===== src/rtl/display_panel_receiver.sv =====
// Panel-side model of the serial row/col interface: shifts column bits, latches them, times oe,
// then streams the latched row as column words. Optional: DISPLAY_RX_SKIP_BLANK_EN drops blank rows.
module display_panel_receiver #(
    parameter int unsigned Segments    = 1,
    parameter int unsigned Rows        = 8,
    parameter int unsigned Columns     = 32,
    parameter int unsigned WeightWidth = 16
) (
    input  logic                       i_clk,
    input  logic                       i_rst_n,
    input  logic                       i_oclk,
    input  logic                       i_lat,
    input  logic                       i_oe,
    input  logic [3*Segments-1:0]      i_rgb,
    input  logic [$clog2(Rows)-1:0]    i_row,
    output logic                       o_out_valid,
    input  logic                       i_out_ready,
    output logic [$clog2(Rows)-1:0]    o_out_row,
    output logic [$clog2(Columns)-1:0] o_out_column,
    output logic [3*Segments-1:0]      o_out_bits,
    output logic [WeightWidth-1:0]     o_out_weight,
    output logic                       o_out_last,
    output logic                       o_len_err,
    output logic                       o_proto_err,
    output logic                       o_overflow,
    input  logic                       i_err_clr
);

    localparam int unsigned Bw   = 3 * Segments;
    localparam int unsigned RowW = $clog2(Rows);
    localparam int unsigned ColW = $clog2(Columns);
    localparam int unsigned CntW = $clog2(Columns + 2);

    localparam logic [1:0] StIdle    = 2'd0;
    localparam logic [1:0] StArmed   = 2'd1;
    localparam logic [1:0] StDisplay = 2'd2;
    localparam logic [1:0] StEmit    = 2'd3;

    logic                         r_s_oclk, r_s_lat, r_s_oe;
    logic                         r_d_oclk, r_d_lat, r_d_oe;
    logic [Bw-1:0]                r_s_rgb;
    logic [RowW-1:0]              r_s_row;
    logic [Columns-1:0][Bw-1:0]   r_sreg;
    logic [Columns-1:0][Bw-1:0]   r_hold;
    logic [RowW-1:0]              r_hold_row;
    logic [WeightWidth-1:0]       r_weight;
    logic [CntW-1:0]              r_shift_cnt;
    logic [1:0]                   r_state;
    logic [ColW-1:0]              r_col;
    logic                         r_valid;
    logic                         r_len_err, r_proto_err, r_overflow;

    logic                         w_oclk_rise, w_lat_rise, w_oe_fall;
    logic [Columns-1:0][Bw-1:0]   w_sreg_nxt;
    logic [CntW-1:0]              w_cnt_nxt;
    logic                         w_len_bad, w_accept, w_last_col, w_skip;
    logic [WeightWidth-1:0]       w_weight_inc, w_weight_nxt;
    logic [1:0]                   w_state_nxt;
    logic [ColW-1:0]              w_col_nxt;
    logic                         w_valid_nxt, w_latch, w_drop;

    assign w_oclk_rise = r_s_oclk & ~r_d_oclk;
    assign w_lat_rise  = r_s_lat & ~r_d_lat;
    assign w_oe_fall   = ~r_s_oe & r_d_oe;

    // Column 0 receives the newest bit, so the first-shifted bit ends at Columns-1.
    assign w_sreg_nxt = w_oclk_rise ? {r_sreg[Columns-2:0], r_s_rgb} : r_sreg;
    assign w_cnt_nxt  = (w_oclk_rise && (r_shift_cnt != CntW'(Columns + 1))) ?
                        r_shift_cnt + 1'b1 : r_shift_cnt;
    assign w_len_bad  = (w_cnt_nxt != CntW'(Columns));

    assign w_accept     = r_valid & i_out_ready;
    assign w_last_col   = (r_col == ColW'(Columns - 1));
    assign w_weight_inc = (r_weight == '1) ? r_weight : r_weight + 1'b1;

`ifdef DISPLAY_RX_SKIP_BLANK_EN
    assign w_skip = (r_hold == '0) || (r_weight == '0);
`else
    assign w_skip = 1'b0;
`endif

    always_comb begin
        w_state_nxt  = r_state;
        w_weight_nxt = r_weight;
        w_col_nxt    = r_col;
        w_valid_nxt  = r_valid;
        w_latch      = 1'b0;
        w_drop       = 1'b0;
        if (w_lat_rise) begin
            if (r_state == StEmit) w_drop = 1'b1;
            else                   w_latch = 1'b1;
        end
        case (r_state)
            StArmed: begin
                if (r_s_oe) begin
                    w_state_nxt  = StDisplay;
                    w_weight_nxt = w_weight_inc;
                end
            end
            StDisplay: begin
                if (w_oe_fall) begin
                    w_state_nxt = w_skip ? StIdle : StEmit;
                    w_col_nxt   = '0;
                    w_valid_nxt = 1'b0;
                end else if (r_s_oe) begin
                    w_weight_nxt = w_weight_inc;
                end
            end
            StEmit: begin
                // One idle cycle on entry, then words advance on each handshake.
                if (!r_valid) begin
                    w_valid_nxt = 1'b1;
                end else if (w_accept) begin
                    if (w_last_col) begin
                        w_valid_nxt = 1'b0;
                        w_col_nxt   = '0;
                        w_state_nxt = StIdle;
                    end else begin
                        w_col_nxt = r_col + 1'b1;
                    end
                end
            end
            default: ;
        endcase
        if (w_latch) begin
            w_weight_nxt = '0;
            w_state_nxt  = r_s_oe ? StDisplay : StArmed;
        end
    end

    always_ff @(posedge i_clk or negedge i_rst_n) begin
        if (!i_rst_n) begin
            r_s_oclk    <= 1'b0;
            r_s_lat     <= 1'b0;
            r_s_oe      <= 1'b0;
            r_d_oclk    <= 1'b0;
            r_d_lat     <= 1'b0;
            r_d_oe      <= 1'b0;
            r_s_rgb     <= '0;
            r_s_row     <= '0;
            r_sreg      <= '0;
            r_hold      <= '0;
            r_hold_row  <= '0;
            r_weight    <= '0;
            r_shift_cnt <= '0;
            r_state     <= StIdle;
            r_col       <= '0;
            r_valid     <= 1'b0;
            r_len_err   <= 1'b0;
            r_proto_err <= 1'b0;
            r_overflow  <= 1'b0;
        end else begin
            r_s_oclk    <= i_oclk;
            r_s_lat     <= i_lat;
            r_s_oe      <= i_oe;
            r_d_oclk    <= r_s_oclk;
            r_d_lat     <= r_s_lat;
            r_d_oe      <= r_s_oe;
            r_s_rgb     <= i_rgb;
            r_s_row     <= i_row;
            r_sreg      <= w_sreg_nxt;
            r_shift_cnt <= w_lat_rise ? '0 : w_cnt_nxt;
            if (w_latch) begin
                r_hold     <= w_sreg_nxt;
                r_hold_row <= r_s_row;
            end
            r_weight    <= w_weight_nxt;
            r_state     <= w_state_nxt;
            r_col       <= w_col_nxt;
            r_valid     <= w_valid_nxt;
            r_len_err   <= (r_len_err & ~i_err_clr) | (w_latch & w_len_bad);
            r_proto_err <= (r_proto_err & ~i_err_clr) | (w_lat_rise & r_s_oe);
            r_overflow  <= (r_overflow & ~i_err_clr) | w_drop;
        end
    end

    assign o_out_valid  = r_valid;
    assign o_out_row    = r_hold_row;
    assign o_out_column = r_col;
    assign o_out_bits   = r_hold[r_col];
    assign o_out_weight = r_weight;
    assign o_out_last   = r_valid & w_last_col;
    assign o_len_err    = r_len_err;
    assign o_proto_err  = r_proto_err;
    assign o_overflow   = r_overflow;

endmodule

===== config.mk =====
export PLATFORM = sky130hd
export DESIGN_NAME = display_panel_receiver
export DESIGN_NICKNAME = d
export VERILOG_FILES = /design/src/rtl/display_panel_receiver.sv
export SDC_FILE = /design/constraint.sdc
export NUM_CORES = 1
export LEC_CHECK = 0
export CORE_MARGIN = 10
export CORE_UTILIZATION = 40
export CTS_CLUSTER_SIZE = 16
export DETAILED_ROUTE_END_ITERATION = 8
export HOLD_SLACK_MARGIN = 0.12
export PLACE_DENSITY = 0.57
export SLEW_MARGIN = 20
export SYNTH_ARGS = -nofsm -noshare
export SYNTH_HDL_FRONTEND = slang
export SYNTH_SLANG_ARGS = --single-unit
export TNS_END_PERCENT = 10

===== constraint.sdc =====
create_clock -name i_clk -period 2.3 [get_ports i_clk]
set_input_delay 0.575 -clock i_clk [delete_from_list [all_inputs] [get_ports i_clk]]
set_output_delay 0.575 -clock i_clk [all_outputs]
set_load 0.01 [all_outputs]

Yosys cells after proc, flatten, opt, wreduce, memory -nomap -nowiden
Cells that the tools add are included.

Magnitude comparators: 1. Reduce and logical (&&, ||, !) cells: 8. Multiplexer cells: 32. Bitwise operators: 17. Equality and inequality tests: 16. $add $sub $neg: 3.

Operators with widths (number): 96-bit 2-to-1 mux (1); 16-bit 2-to-1 mux (4); 16-bit one-hot mux with 2 select lines (1); 5-bit 2-to-1 mux (4); 3-bit inequality test (second input constant) (6); 16-bit by 1-bit adder with 16-bit output (second input constant) (1); 16-bit equality test (second input constant) (1); 3-bit binary-select mux with 5-bit select (1); 2-bit 2-to-1 mux (7); 6-bit 2-to-1 mux (2); 6-bit inequality test (second input constant) (2); 1-bit bitwise AND (10); 5-bit one-hot mux with 2 select lines (1); 1-bit 2-to-1 mux (8); 6-bit by 1-bit adder with 6-bit output (second input constant) (1); 5-bit by 6-bit less-than comparator with 1-bit output (second input constant) (1); 2-bit inequality test (second input constant) (3); 2-bit one-hot mux with 3 select lines (1); 6-bit AND reduction (1); 5-bit by 1-bit adder with 5-bit output (second input constant) (1); 5-bit equality test (second input constant) (1); 2-bit equality test (second input constant) (2); 1-bit inverter (4); 2-bit AND reduction (2); other kinds (9) (11).

Flip-flop bits (word level): 240. Input bits: 13. Logic and storage cells: 158.

Longest topological paths before layout
Gate-level depths: netlist (run 1).

Depth in word-level cells: 7. Mapped depth: 9. Depth with buffers taken out: 7.

Worst setup path after synthesis (run 1)
Ideal clock, no wire load.

Path kind: flip-flop to output port. Start point: register r_col[0], in the netlist o_out_column[0]. End point: output o_out_bits[0]. Slack: -0.313 ns. Arrival: 2.038 ns. Stages on the path, launching flop included: 6. Buffers on the path: 2. Cells stage by stage: dfrtp_1 buf_6 buf_6 mux4_1 mux4_2 mux2_2.

Longest elaborated chain between the ends: 2.

RTL lines: from (decl) (line 49) `logic [ColW-1:0] r_col;`; from (signal assigned) (line 169) `r_col <= w_col_nxt;`; 3-bit binary-select mux with 5-bit select (line 180) `assign o_out_bits = r_hold[r_col];`; 3-bit 2-to-1 mux (implied by the code) (line 180); to (decl) (line 20) `output logic [3*Segments-1:0] o_out_bits,`.

Every way passes these cells. The select of a mux whose other input is x is not followed.

Final worst setup path (run 1)
Start point: register r_col[0], in the netlist o_out_column[0]. End point: output o_out_bits[2].

Same word-level chain as after synthesis.

==> run summary, run 1 <==
==========================================================================================
Critical path's slowest cell ................................................ sky130_fd_sc_hd__mux4_2
Number of antenna violations at the first check in global routing ...........            0
Clock latency reported for the late side of the worst-skew pair .............      0.53 ns
Remaining antenna violation count ...........................................            0
Total of max-cap violations .................................................            0
Total global routing overflow ...............................................            0
List of cells traversed by the critical path ................................ buf_12 -> bufbuf_16 -> mux4_2 -> mux4_2 -> mux2_4 -> buf_6
Worst Tran Pin Value ........................................................     0.595 ns
Via count of the first global-routing pass ..................................         6810
Class of the tightest hold or removal check ................................. register to register
Final wirelength ............................................................     20100 um
Worst-case clock buffer depth ...............................................            3
GRT Util Overall ............................................................        12.5%
Setup TNS after final layout ................................................     -3.51 ns
Area growth, synth to finish ................................................        21.1%
Detailed-routing iteration count for the pre-antenna-repair pass ............            5
Maximum single-stage delay on the critical path .............................      0.50 ns
Required time worst endpoint ................................................      1.73 ns
Flop2flop setup slack .......................................................     -0.02 ns
Final RePlAce weighted congestion ...........................................        0.797
Kind of cell adding the most delay to the critical path ..................... multiplexers
Worst relative slew slack ...................................................        60.4%
Wire length of the first global-routing pass ................................     35200 um
Total placed instance area ..................................................    11400 um2
Instance count after placement with tap cells included ......................         1258
Final worst slack ...........................................................    -0.989 ns
Height of the die ...........................................................       181 um
Antenna diode count .........................................................            0
Worst-case hold slack .......................................................     0.383 ns
Worst path buffer plus inverter count .......................................            3
Clock edge transition at the registers on the reported setup and hold paths .      0.06 ns
Final Instance Count excl. Fillers ..........................................         1313
Average cell area after synthesis ...........................................     11.5 um2
Inserted Clock Buffers ......................................................           26
Synthesis-stage register bit count ..........................................          240
Met2 layer wire length in the routed design .................................      8950 um
Crit-path max FO ............................................................            4
Master cell of the clock root buffer ........................................ sky130_fd_sc_hd__clkbuf_16
Highest metal used ..........................................................         met4
Final Setup Violations ......................................................            6
Status ...................................................................... finished, violations left
Asr flop ratio synth ........................................................         100%
Setup repair after global routing missed its margin .........................         true
# fillers ...................................................................         2263
Ranking of synthesized cells by area ........................................ sky130_fd_sc_hd__dfrtp_1, sky130_fd_sc_hd__nand2_1, sky130_fd_sc_hd__mux2_2
Iteration-0 DRC Markers .....................................................          344
Time the final worst path needs with I/O delays and setup ...................      3.29 ns
Nets@finish .................................................................          985
Critical path startpoint category ...........................................     register
Number of H-tree branching levels ...........................................            1
Number of buffers inserted by port buffering ................................           44
Half-perimeter wire length after detailed placement .........................     12900 um
Die Footprint ...............................................................    32600 um2
Routed length on met1 .......................................................      9970 um
TritonCTS clock tree ........................................................        built
Met3 layer wire length in the routed design .................................       754 um
CP Class .................................................................... register to primary output
Via-per-instance ratio ......................................................         5.03
Largest area contributor in the synthesized netlist ......................... sky130_fd_sc_hd__dfrtp_1
Leakage .....................................................................      6.03 nW
Via count of the routed design ..............................................         6605
WL per Instance .............................................................      15.3 um
Worst vdd rail ir drop ......................................................     0.651 mV
Part of the cycle the worst path needs ......................................         143%
Standard cell core area .....................................................    25300 um2
Sinks on the clock net ......................................................          240
FMAX ........................................................................    0.304 GHz
Worst Skew ..................................................................    0.0195 ns
Final core area utilization .................................................        49.4%
Synth Instances .............................................................          898
Dominant register cell in the synthesized netlist ........................... sky130_fd_sc_hd__dfrtp_1
Type of element capturing the critical path ................................. primary output
Power density over the cells ................................................  1070 nW/um2
Warnings from Yosys .........................................................            0
Synth top area share ........................................................        58.3%
Hold violation count in the final report ....................................            0
I/O pin count ...............................................................           45
Initial Util ................................................................        40.8%
Drt drc .....................................................................            0
Die Span X ..................................................................       181 um
Power, Total ................................................................      13.3 mW
Final std cell area, no fill ................................................    12500 um2
Netlist Area Pre-Place ......................................................    10300 um2
Arrival time worst endpoint .................................................      2.71 ns
Distinct cells, synth .......................................................           50
Num rows ....................................................................           58
Violated checks ............................................................. negative setup slack
Most common cell type on the critical path .................................. sky130_fd_sc_hd__mux4_2
Fraction of the yosys area taken by sequential cells ........................        58.3%
Pin count of the biggest net entering global routing ........................          103
Number of flops mapped to enable cells by yosys .............................            0
Net count after synthesis ...................................................          920
Final number of max-transition violations ...................................            0
Worst slack at placement ....................................................    -0.734 ns
Layout cell share with drive strength beyond 1 ..............................        24.1%
==========================================================================================
[what timing repair did]
action	CTS	global route
endpoints found under the hold margin	55	0
gates cloned	2	0
pin swaps	2	0
setup endpoints to repair	8	9
buffers inserted	4	0
hold buffers	1	0
gates resized for setup	38	5
[final cells by class]
type	instances	area, um2	share of cell area (%)
flip-flops and latches	240	6010	48.1
multi-input cells	594	4100	32.9
repair buffers	90	1050	8.40
clock buffers	40	774	6.21
well taps	330	413	3.31
clock inverters	8	95.1	0.762
inverters	11	41.3	0.331
[worst register-to-register path, cell delays in order (launching register included)]
cell                        delay [ns]
sky130_fd_sc_hd__dfrtp_2          0.44
sky130_fd_sc_hd__buf_12           0.14
sky130_fd_sc_hd__bufbuf_16        0.26
sky130_fd_sc_hd__buf_8            0.12
sky130_fd_sc_hd__ha_4             0.15
sky130_fd_sc_hd__and3_4           0.17
sky130_fd_sc_hd__ha_4             0.16
sky130_fd_sc_hd__and2_4           0.13
sky130_fd_sc_hd__buf_4            0.13
sky130_fd_sc_hd__a31oi_4          0.18
sky130_fd_sc_hd__mux2_4           0.32
[final timing paths]
check,from,end,cells after the start
worst max-delay path,o_out_column[0],o_out_bits[2],6
worst min register to register,r_s_oclk,r_d_oclk,0
min in group asynchronous,i_rst_n,r_shift_cnt[5],2
worst min-delay path,r_s_oclk,r_d_oclk,0
max in group asynchronous,i_rst_n,r_hold[85],3
worst max register to register,o_out_column[0],r_state[1],10
[Yosys cell counts (3+ instances only)]
library cell and n:
sky130_fd_sc_hd__nand4_1 5, sky130_fd_sc_hd__buf_6 5, sky130_fd_sc_hd__o21ai_0 14, sky130_fd_sc_hd__nand2_1 320
sky130_fd_sc_hd__inv_1 11, sky130_fd_sc_hd__mux2_2 102, sky130_fd_sc_hd__a41oi_1 3, sky130_fd_sc_hd__a21o_1 3
sky130_fd_sc_hd__mux4_4 7, sky130_fd_sc_hd__xor2_1 4, sky130_fd_sc_hd__xnor2_1 3, sky130_fd_sc_hd__a31oi_1 6
sky130_fd_sc_hd__and3_1 8, sky130_fd_sc_hd__a211oi_1 3, sky130_fd_sc_hd__o31ai_1 4, sky130_fd_sc_hd__buf_2 6
sky130_fd_sc_hd__nand3_1 12, sky130_fd_sc_hd__dfrtp_1 240, sky130_fd_sc_hd__nor2_1 15, sky130_fd_sc_hd__a22o_1 4
sky130_fd_sc_hd__ha_1 9, sky130_fd_sc_hd__a21oi_1 10, sky130_fd_sc_hd__nand2b_1 5, sky130_fd_sc_hd__clkbuf_1 38
sky130_fd_sc_hd__and2_1 5, sky130_fd_sc_hd__nand3b_1 3, sky130_fd_sc_hd__nor2b_1 4, sky130_fd_sc_hd__and4_1 3
sky130_fd_sc_hd__mux4_2 22
[logic make-up (layout without fill, tap and decap cells)]
logic type,Yosys count,after routing,synth area share [%]
simple gates,386,386,15.3
flops,240,240,58.3
mux,133,133,18.0
buf+inv,64,149,2.95
compound gates,59,59,3.77
fa+ha+maj,9,9,1.09
xor+xnor,7,7,0.595
[where the power goes]
group          leakage [nW]  switching [mW]  internal (mW)  total, mW
Clock                 0.422            1.65           2.54       4.19
Combinational          2.44            1.60           1.86       3.46
Sequential             3.17           0.545           5.11       5.65
Total                  6.03            3.80           9.50       13.3
[state kept, by name (all words and copies together) (netlist names), 2 cells and up]
register,cells
o_out_column,5
o_out_row,3
o_out_weight,16
r_hold,96
r_s_rgb,3
r_s_row,3
r_shift_cnt,6
r_sreg,96
r_state,2
[routing by layer]
layer	up-vias	global-route usage (%)
met5	-	0
met2	86	19.1
li1	3170	-
met3	37	2.45
met4	0	3.18
met1	3312	17.9
[cells in the final DEF, fill, tap and decap left out, types with 8 or more instances in the layout]
| cell | count |
|---|---|
| sky130_fd_sc_hd__o21ai_0 | 14 |
| sky130_fd_sc_hd__buf_4 | 24 |
| sky130_fd_sc_hd__mux2_2 | 97 |
| sky130_fd_sc_hd__inv_1 | 11 |
| sky130_fd_sc_hd__nor2_1 | 15 |
| sky130_fd_sc_hd__dfrtp_1 | 239 |
| sky130_fd_sc_hd__nand3_1 | 12 |
| sky130_fd_sc_hd__nand2_1 | 319 |
| sky130_fd_sc_hd__mux4_2 | 23 |
| sky130_fd_sc_hd__clkbuf_1 | 8 |
| sky130_fd_sc_hd__clkbuf_16 | 27 |
| sky130_fd_sc_hd__clkdlybuf4s50_1 | 37 |
| sky130_fd_sc_hd__buf_12 | 16 |
| sky130_fd_sc_hd__a21oi_1 | 10 |
Power figures use the tool's default switching activity.
==> run 2, diff against run 1 <==
Settings changed: ABC_AREA set to 1, SKIP_LAST_GASP set to 1.
==> run 2 against run 1 <==
Compared with the run above: the flow still finishes with violations (negative setup slack); setup slack improved by 0.70 ns; sequential power shrank 8.7%; power shrank 4.7%; register-to-register slack improved by 0.31 ns; utilization decreased by 0.20 points; sequential share of layout area is 1.3 points lower; maximum frequency is 27% higher; cell count grew 31%; global-route usage rose by 2.6 points; count of clock-buffer cells in the layout fell by 1; critical path depth increased by 4.
==> run summary, run 2 <==
==========================================================================================
Most numerous cell types in the synthesized netlist ......................... sky130_fd_sc_hd__nand2_1, sky130_fd_sc_hd__dfrtp_1, sky130_fd_sc_hd__o21ai_0
Antenna diode count .........................................................            0   unchanged
Switching Fraction ..........................................................        31.4%   +2.9 points
Synth Area in Adders ........................................................        1.06%   -0.029 points
Drt drc .....................................................................            0   unchanged
Final RePlAce weighted congestion ...........................................        0.817   +2.5%
WL per Instance .............................................................      14.8 um   -3.4%
Layout cell share with drive strength beyond 1 ..............................        12.6%   -12 points
Worst Skew ..................................................................    0.0203 ns   +0.000857 ns
Area growth, synth to finish ................................................        21.2%   about the same
Number of H-tree branching levels ...........................................            1   unchanged
Average cell area after synthesis ...........................................     8.06 um2   -30%
Instance count after placement with tap cells included ......................         1662   +32%
Final Setup Violations ......................................................            7   +1
Half-perimeter wire length after detailed placement .........................     15700 um   +22%
Xor/xnor share of the synthesized area ......................................       0.248%   -0.35 points
Synth Instances .............................................................         1313   +46%
Hold violation count in the final report ....................................            0   unchanged
Final Instance Count excl. Fillers ..........................................         1721   +31%
Die Footprint ...............................................................    33400 um2   +2.4%
Worst Tran Pin Value ........................................................     0.542 ns   -0.0523 ns
Power density over the cells ................................................   988 nW/um2   -7.3%
Combinational power share ...................................................        25.9%   about the same
Time the final worst path needs with I/O delays and setup ...................      2.59 ns   -0.699 ns
Standard cell core area .....................................................    26100 um2   +3.2%
Net count after synthesis ...................................................         1335   +45%
Number of buffers inserted by port buffering ................................           44   unchanged
Wire length of the first global-routing pass ................................     42500 um   +21%
Clock latency reported for the late side of the worst-skew pair .............      0.54 ns   about the same
Dominant register cell in the synthesized netlist ........................... sky130_fd_sc_hd__dfrtp_1
Initial Util ................................................................        40.6%   -0.19 points
CP Class .................................................................... register to primary output
Warnings from Yosys .........................................................            0   unchanged
Worst-case hold slack .......................................................     0.374 ns   -0.00869 ns
Sinks on the clock net ......................................................          240   unchanged
GRT Util Overall ............................................................        15.1%   +2.6 points
Most used standard cell by instance count after synthesis ................... sky130_fd_sc_hd__nand2_1
Nets@finish .................................................................         1390   +41%
Worst-case clock buffer depth ...............................................            3   unchanged
Leakage .....................................................................      6.53 nW   +8.3%
Critical path startpoint category ...........................................     register
Detailed-routing iteration count for the pre-antenna-repair pass ............            5   unchanged
Pin count of the biggest net entering global routing ........................           97   -5.8%
Total of max-cap violations .................................................            0   unchanged
Leading cell types in the layout, fill and taps excluded .................... sky130_fd_sc_hd__nand2_1, sky130_fd_sc_hd__dfrtp_1, sky130_fd_sc_hd__inv_1
Fraction of the yosys area taken by sequential cells ........................        56.7%   -1.5 points
Iteration-0 DRC Markers .....................................................          578   +68%
TritonCTS clock tree ........................................................        built
Distinct cells, synth .......................................................           32   -36%
Part of the cycle the worst path needs ......................................         113%   -30 points
I/O pin count ...............................................................           45   unchanged
Crit-path max FO ............................................................           11   +7
Area of the multi-input gates ...............................................     4210 um2   +2.7%
Reg power frac ..............................................................        40.7%   -1.8 points
Number of antenna violations at the first check in global routing ...........            0   unchanged
Violated checks ............................................................. negative setup slack
Num rows ....................................................................           59   +1.7%
Most common library cell in the layout ignoring fill and taps ............... sky130_fd_sc_hd__nand2_1
Power spent charging and discharging nets ...................................      3.98 mW   +4.8%
Asr flop ratio synth ........................................................         100%   unchanged
FMAX ........................................................................    0.386 GHz   +27%
Final number of max-transition violations ...................................            0   unchanged
Mux cell area share after synthesis .........................................           0%   -18 points
Final worst slack ...........................................................    -0.290 ns   +0.699 ns
Register area ...............................................................     6010 um2   unchanged
Part of the total power dissipated in the clock network .....................        33.4%   +1.9 points
Clock edge transition at the registers on the reported setup and hold paths .      0.06 ns   about the same
Arrival time worst endpoint .................................................      2.02 ns   -0.69 ns
# fillers ...................................................................         2539   +12%
Synth top area share ........................................................        56.7%   -1.5 points
Setup TNS after final layout ................................................     -1.22 ns   +2.29 ns
Via count of the first global-routing pass ..................................         8367   +23%
Pint ........................................................................      8.69 mW   -8.6%
Via-per-instance ratio ......................................................         4.88   -3.1%
Class of the tightest hold or removal check ................................. register to register
Largest area contributor in the synthesized netlist ......................... sky130_fd_sc_hd__dfrtp_1
Worst vdd rail ir drop ......................................................     0.747 mV   +15%
Number of flops mapped to enable cells by yosys .............................            0   unchanged
Worst relative slew slack ...................................................        63.9%   +3.5 points
Setup repair after global routing missed its margin .........................         true
Type of element capturing the critical path ................................. primary output
Required time worst endpoint ................................................      1.73 ns   about the same
Master cell of the clock root buffer ........................................ sky130_fd_sc_hd__clkbuf_16
Ranking of synthesized cells by area ........................................ sky130_fd_sc_hd__dfrtp_1, sky130_fd_sc_hd__nand2_1, sky130_fd_sc_hd__o21ai_0
Height of the die ...........................................................       183 um   +1.2%
Remaining antenna violation count ...........................................            0   unchanged
Combinational family with the most area after synthesis ..................... simple AND/OR/NAND/NOR gates
Inserted Clock Buffers ......................................................           26   unchanged
Via count of the routed design ..............................................         8390   +27%
Synthesis-stage register bit count ..........................................          240   unchanged
Status ...................................................................... finished, violations left
Simple-gate share of the synthesized area ...................................        28.9%   +14 points
Die Span X ..................................................................       183 um   +1.2%
Final wirelength ............................................................     25500 um   +27%
Netlist Area Pre-Place ......................................................    10600 um2   +2.7%
Total global routing overflow ...............................................            0   unchanged
Compound-gate portion of the synthesized area ...............................        7.79%   +4.0 points
==========================================================================================
[run 2: final timing paths]
kind / startpoint / end / slack [ns] / cells past startpoint
setup / recovery: o_out_column[0] / o_out_bits[1] / -0.29 / 10
hold / removal: r_s_lat / r_d_lat / 0.37 / 0
setup reg to reg: r_state[0] / o_out_weight[1] / 0.29 / 9
hold reg to reg: r_s_lat / r_d_lat / 0.37 / 0
max in group asynchronous: i_rst_n / r_sreg[43] / 1.03 / 3
min in group asynchronous: i_rst_n / r_sreg[29] / 0.57 / 2
[run 2: area by class of cell]
cell class / count / share of cell area, %
inverters: 64 / 1.94
clock buffers: 39 / 6.40
well taps: 335 / 3.27
repair buffers: 91 / 8.22
multi-input cells: 945 / 32.8
flip-flops and latches: 240 / 46.8
clock inverters: 7 / 0.498
[run 2: through the flow]
stage / total power [mW] / util (%) / cell area, um2 / setup slack, ns
floorplan: 6.89 / - / 10600 / 0.391
global placement: 7.96 / 44.3 / 11500 / -0.168
detailed placement: 7.99 / 44.3 / 11500 / -0.179
CTS: 12.5 / 48.4 / 12600 / -0.300
global route: 13.4 / 49.2 / 12800 / -0.370
finish: 12.7 / 49.2 / 12800 / -0.290
[run 2: cells by family after synthesis]
logic type,count (synthesis)
flops,240
buf+inv,128
compound gates,154
fa+ha+maj,9
simple gates,779
xor+xnor,3
[run 2: worst max-delay path, stage by stage, from the launching register on]
cell and delay [ns]:
sky130_fd_sc_hd__dfrtp_2 0.43, sky130_fd_sc_hd__buf_8 0.15, sky130_fd_sc_hd__inv_4 0.09, sky130_fd_sc_hd__buf_12 0.13, sky130_fd_sc_hd__nor2_1 0.04, sky130_fd_sc_hd__o21ai_0 0.16, sky130_fd_sc_hd__nand2_1 0.07, sky130_fd_sc_hd__nand2_1 0.08
sky130_fd_sc_hd__nand3_2 0.10, sky130_fd_sc_hd__nand2_4 0.12, sky130_fd_sc_hd__buf_6 0.11
[run 2: repair_timing]
item	in CTS	in global routing
setup buffers	6	0
hold buffers	1	0
gates cloned	3	4
endpoints found under the setup margin	7	7
hold endpoints to repair	49	0
pin swaps	14	25
resized for setup	69	53
[run 2: layer usage]
metal	wire length (um)	part of all wire (%)	global-route usage, %	up-vias
li1	-	-	-	4212
met1	12500	49	21.0	4017
met2	11500	45	23.8	127
met3	1000	3.9	2.85	34
met4	479	1.9	3.51	0
met5	0	0	0	-
[run 2: power groups by stage]
stage / clock network (mW) / logic, mW / registers [mW]
CTS: 4.36 / 3.03 / 5.15
finish: 4.23 / 3.28 / 5.16
floorplan: 0 / 1.75 / 5.14
global placement: 0 / 2.72 / 5.24
global route: 4.52 / 3.67 / 5.23
detailed placement: 0 / 2.76 / 5.24
==> patch, RTL diff (config.mk and constraints of run 1) <==
Change the parameter `Rows` from 8 to 16.
--- a/src/rtl/display_panel_receiver.sv
+++ b/src/rtl/display_panel_receiver.sv
@@ -2,7 +2,7 @@
 // then streams the latched row as column words. Optional: DISPLAY_RX_SKIP_BLANK_EN drops blank rows.
 module display_panel_receiver #(
     parameter int unsigned Segments    = 1,
-    parameter int unsigned Rows        = 8,
+    parameter int unsigned Rows        = 16,
     parameter int unsigned Columns     = 32,
     parameter int unsigned WeightWidth = 16
 ) (
Ports: changed (resized i_row and o_out_row); port bits go from 45 to 47. No check against the original RTL was run, so the function may have changed too.
==> patch against run 1 <==
  * The run still ends with negative setup slack left
  * Final cell count is 1.1% higher
  * Synthesized area is 0.56% higher
  * Fmax is 3.1% higher
  * Sequential cell count is 2 higher
  * Critical path depth is 1 lower
  * Setup slack better by 98 ps
  * Routed wire length is 3.9% higher
  * Worst hold slack worse by 2.0 ps
  * Combinational power is 3% lower
  * Final area is 0.80% higher
  * Power is 4.2% higher
  * Via count hardly changed
==> patch: results (changes against run 1) <==
FINALNETCOUNT=1000  # +1.5%
YS_TOP_CELLS_BY_AREA='sky130_fd_sc_hd__dfrtp_1 (58%), sky130_fd_sc_hd__nand2_1 (12%), sky130_fd_sc_hd__mux2_2 (11%)'
POWER.LEAKAGE_nW=6.12  # +1.5%
GRT_PASS1_VIAS=6859  # +0.72%
SEQ_AREA_FRAC_SYNTH=0.584  # +0.00159
FIRST_PASS_ITERS=4  # -1
FIN_WORST_SETUP_SLACK_PS=-891  # +98.2 ps
CRIT_PATH_TOP_DELAY_CELL='sky130_fd_sc_hd__mux4_4'
FILLER_CELL_COUNT=2228  # -1.5%
CRIT-REG2REG-CAPTURE='r_state[0]$_DFFE_PN0P_'
OUTCOME='complete, but fails checks'
CP_ARRIVAL_PS=2620  # -90 ps
GR-USAGE-ALL-LAYERS=0.127  # +0.00221
PORT-BUFFER-COUNT=46  # +4.5%
GPL.FINAL_WEIGHTED_CONGESTION=0.759  # -4.8%
POST_DRT_WL_PER_CELL_UM=15.8  # +2.7%
PLACE_AREA_UM2=11500  # +0.63%
SETUP_VIOLATIONS=4  # -2
VDD.IR_DROP.WORST_mV=0.804  # +23%
WORST_SETUP_PATH_ENDPOINT='o_out_bits[0]'
ANTENNA-DIODE-COUNT=0  # unchanged
MAXIMUM_NUMBER_OF_PINS_ON_ONE_NET_BEFORE_GLOBAL_ROUTE_REPAIR=66  # -36%
REG2REG_DEPTH=9  # -1
SYN_NETS=926  # +0.65%
REGTOREGSETUPSLACK_PS=140  # +160 ps
DRT_ITER0_DRC=377  # +9.6%
GRT_PASS1_WL_UM=35800  # +1.9%
PLACE_HPWL_UM=13800  # +6.9%
TIMING.CRITICAL_PATH.SLOWEST_CELL_DELAY_PS=620  # +120 ps
CRIT_PATH_MAX_FANOUT=7  # +3
VIOLATIONS='negative setup slack'
VIAS_PER_CELL=4.97  # -1.1%
-- patch: cell count changes in the layout (fill, tap and decap cells not counted), sizes merged, moves of 2 or more --
cell    before  now
clkinv       4    8
buf         51   58
dfrtp      240  242
nand2      320  323
bufinv       2    7
clkbuf      40   32
inv         11   13
-- patch: timing repair --
action                                  4_1_cts  5_1_grt
pin swaps                                     1        0
hold buffers                                  1        0
buffers inserted                              5        0
endpoints found under the setup margin        9        9
endpoints found under the hold margin        42        0
resized for setup                            33        4
-- patch: kinds of logic (layout without fill, tap and decap cells) --
family / after synthesis / after routing / share of synthesized area
simple gates: 389 / 389 / 0.154
flops: 242 / 242 / 0.584
mux: 133 / 133 / 0.179
buf+inv: 64 / 159 / 0.0290
compound gates: 59 / 59 / 0.0375
fa+ha+maj: 9 / 9 / 0.0109
xor+xnor: 7 / 7 / 0.00591
-- patch: power breakdown --
group,internal [W],switching (W)
logic,0.00180,0.00157
registers,0.00515,0.000551
clock network,0.00304,0.00175
-- patch: metal layers --
layer / routed length [µm] / global-route usage / vias to the layer above
li1: - / - / 3201
met1: 10200 / 0.175 / 3303
met2: 9720 / 0.205 / 71
met3: 615 / 0.0214 / 31
met4: 362 / 0.0316 / 0
met5: 0 / 0 / -
-- patch: worst min path at each step --
stage	cells after the start	slack (ps)	to
3_3_place_gp	0	370	r_d_oclk$_DFF_PN0_
5_1_grt	0	390	r_d_oclk$_DFF_PN0_
4_1_cts	0	390	r_d_oclk$_DFF_PN0_
6_report	0	380	r_d_oclk$_DFF_PN0_
3_5_place_dp	0	370	r_d_oclk$_DFF_PN0_
2_1_floorplan	0	280	o_len_err$_DFF_PN0_
-- patch: area by class of cell --
class                      count  area share
sequential                   242       0.482
timing repair buffer          98      0.0781
tap                          330      0.0328
inverter                      11     0.00328
multi-input combinational    597       0.325
clock inverter                18      0.0219
clock buffer                  32      0.0576
-- patch: through the flow --
step	instances	power (W)	utilization	setup TNS (ps)	setup WS (ps)
4_1_cts	1328	0.0140	0.496	-3060	-925
5_1_grt	1328	0.0147	0.497	-3210	-971
3_3_place_gp	1272	0.00904	0.453	-2220	-706
6_report	1328	0.0139	0.497	-2900	-891
3_5_place_dp	1272	0.00909	0.453	-2300	-725
2_1_floorplan	903	0.00782	-	-759	-253
-- patch: worst max-delay path: cells and delay by family, from the launching register on --
family                 cells  cell delay, ps
buffers and inverters      2             280
multiplexers               3            1390
flip-flops                 1             410
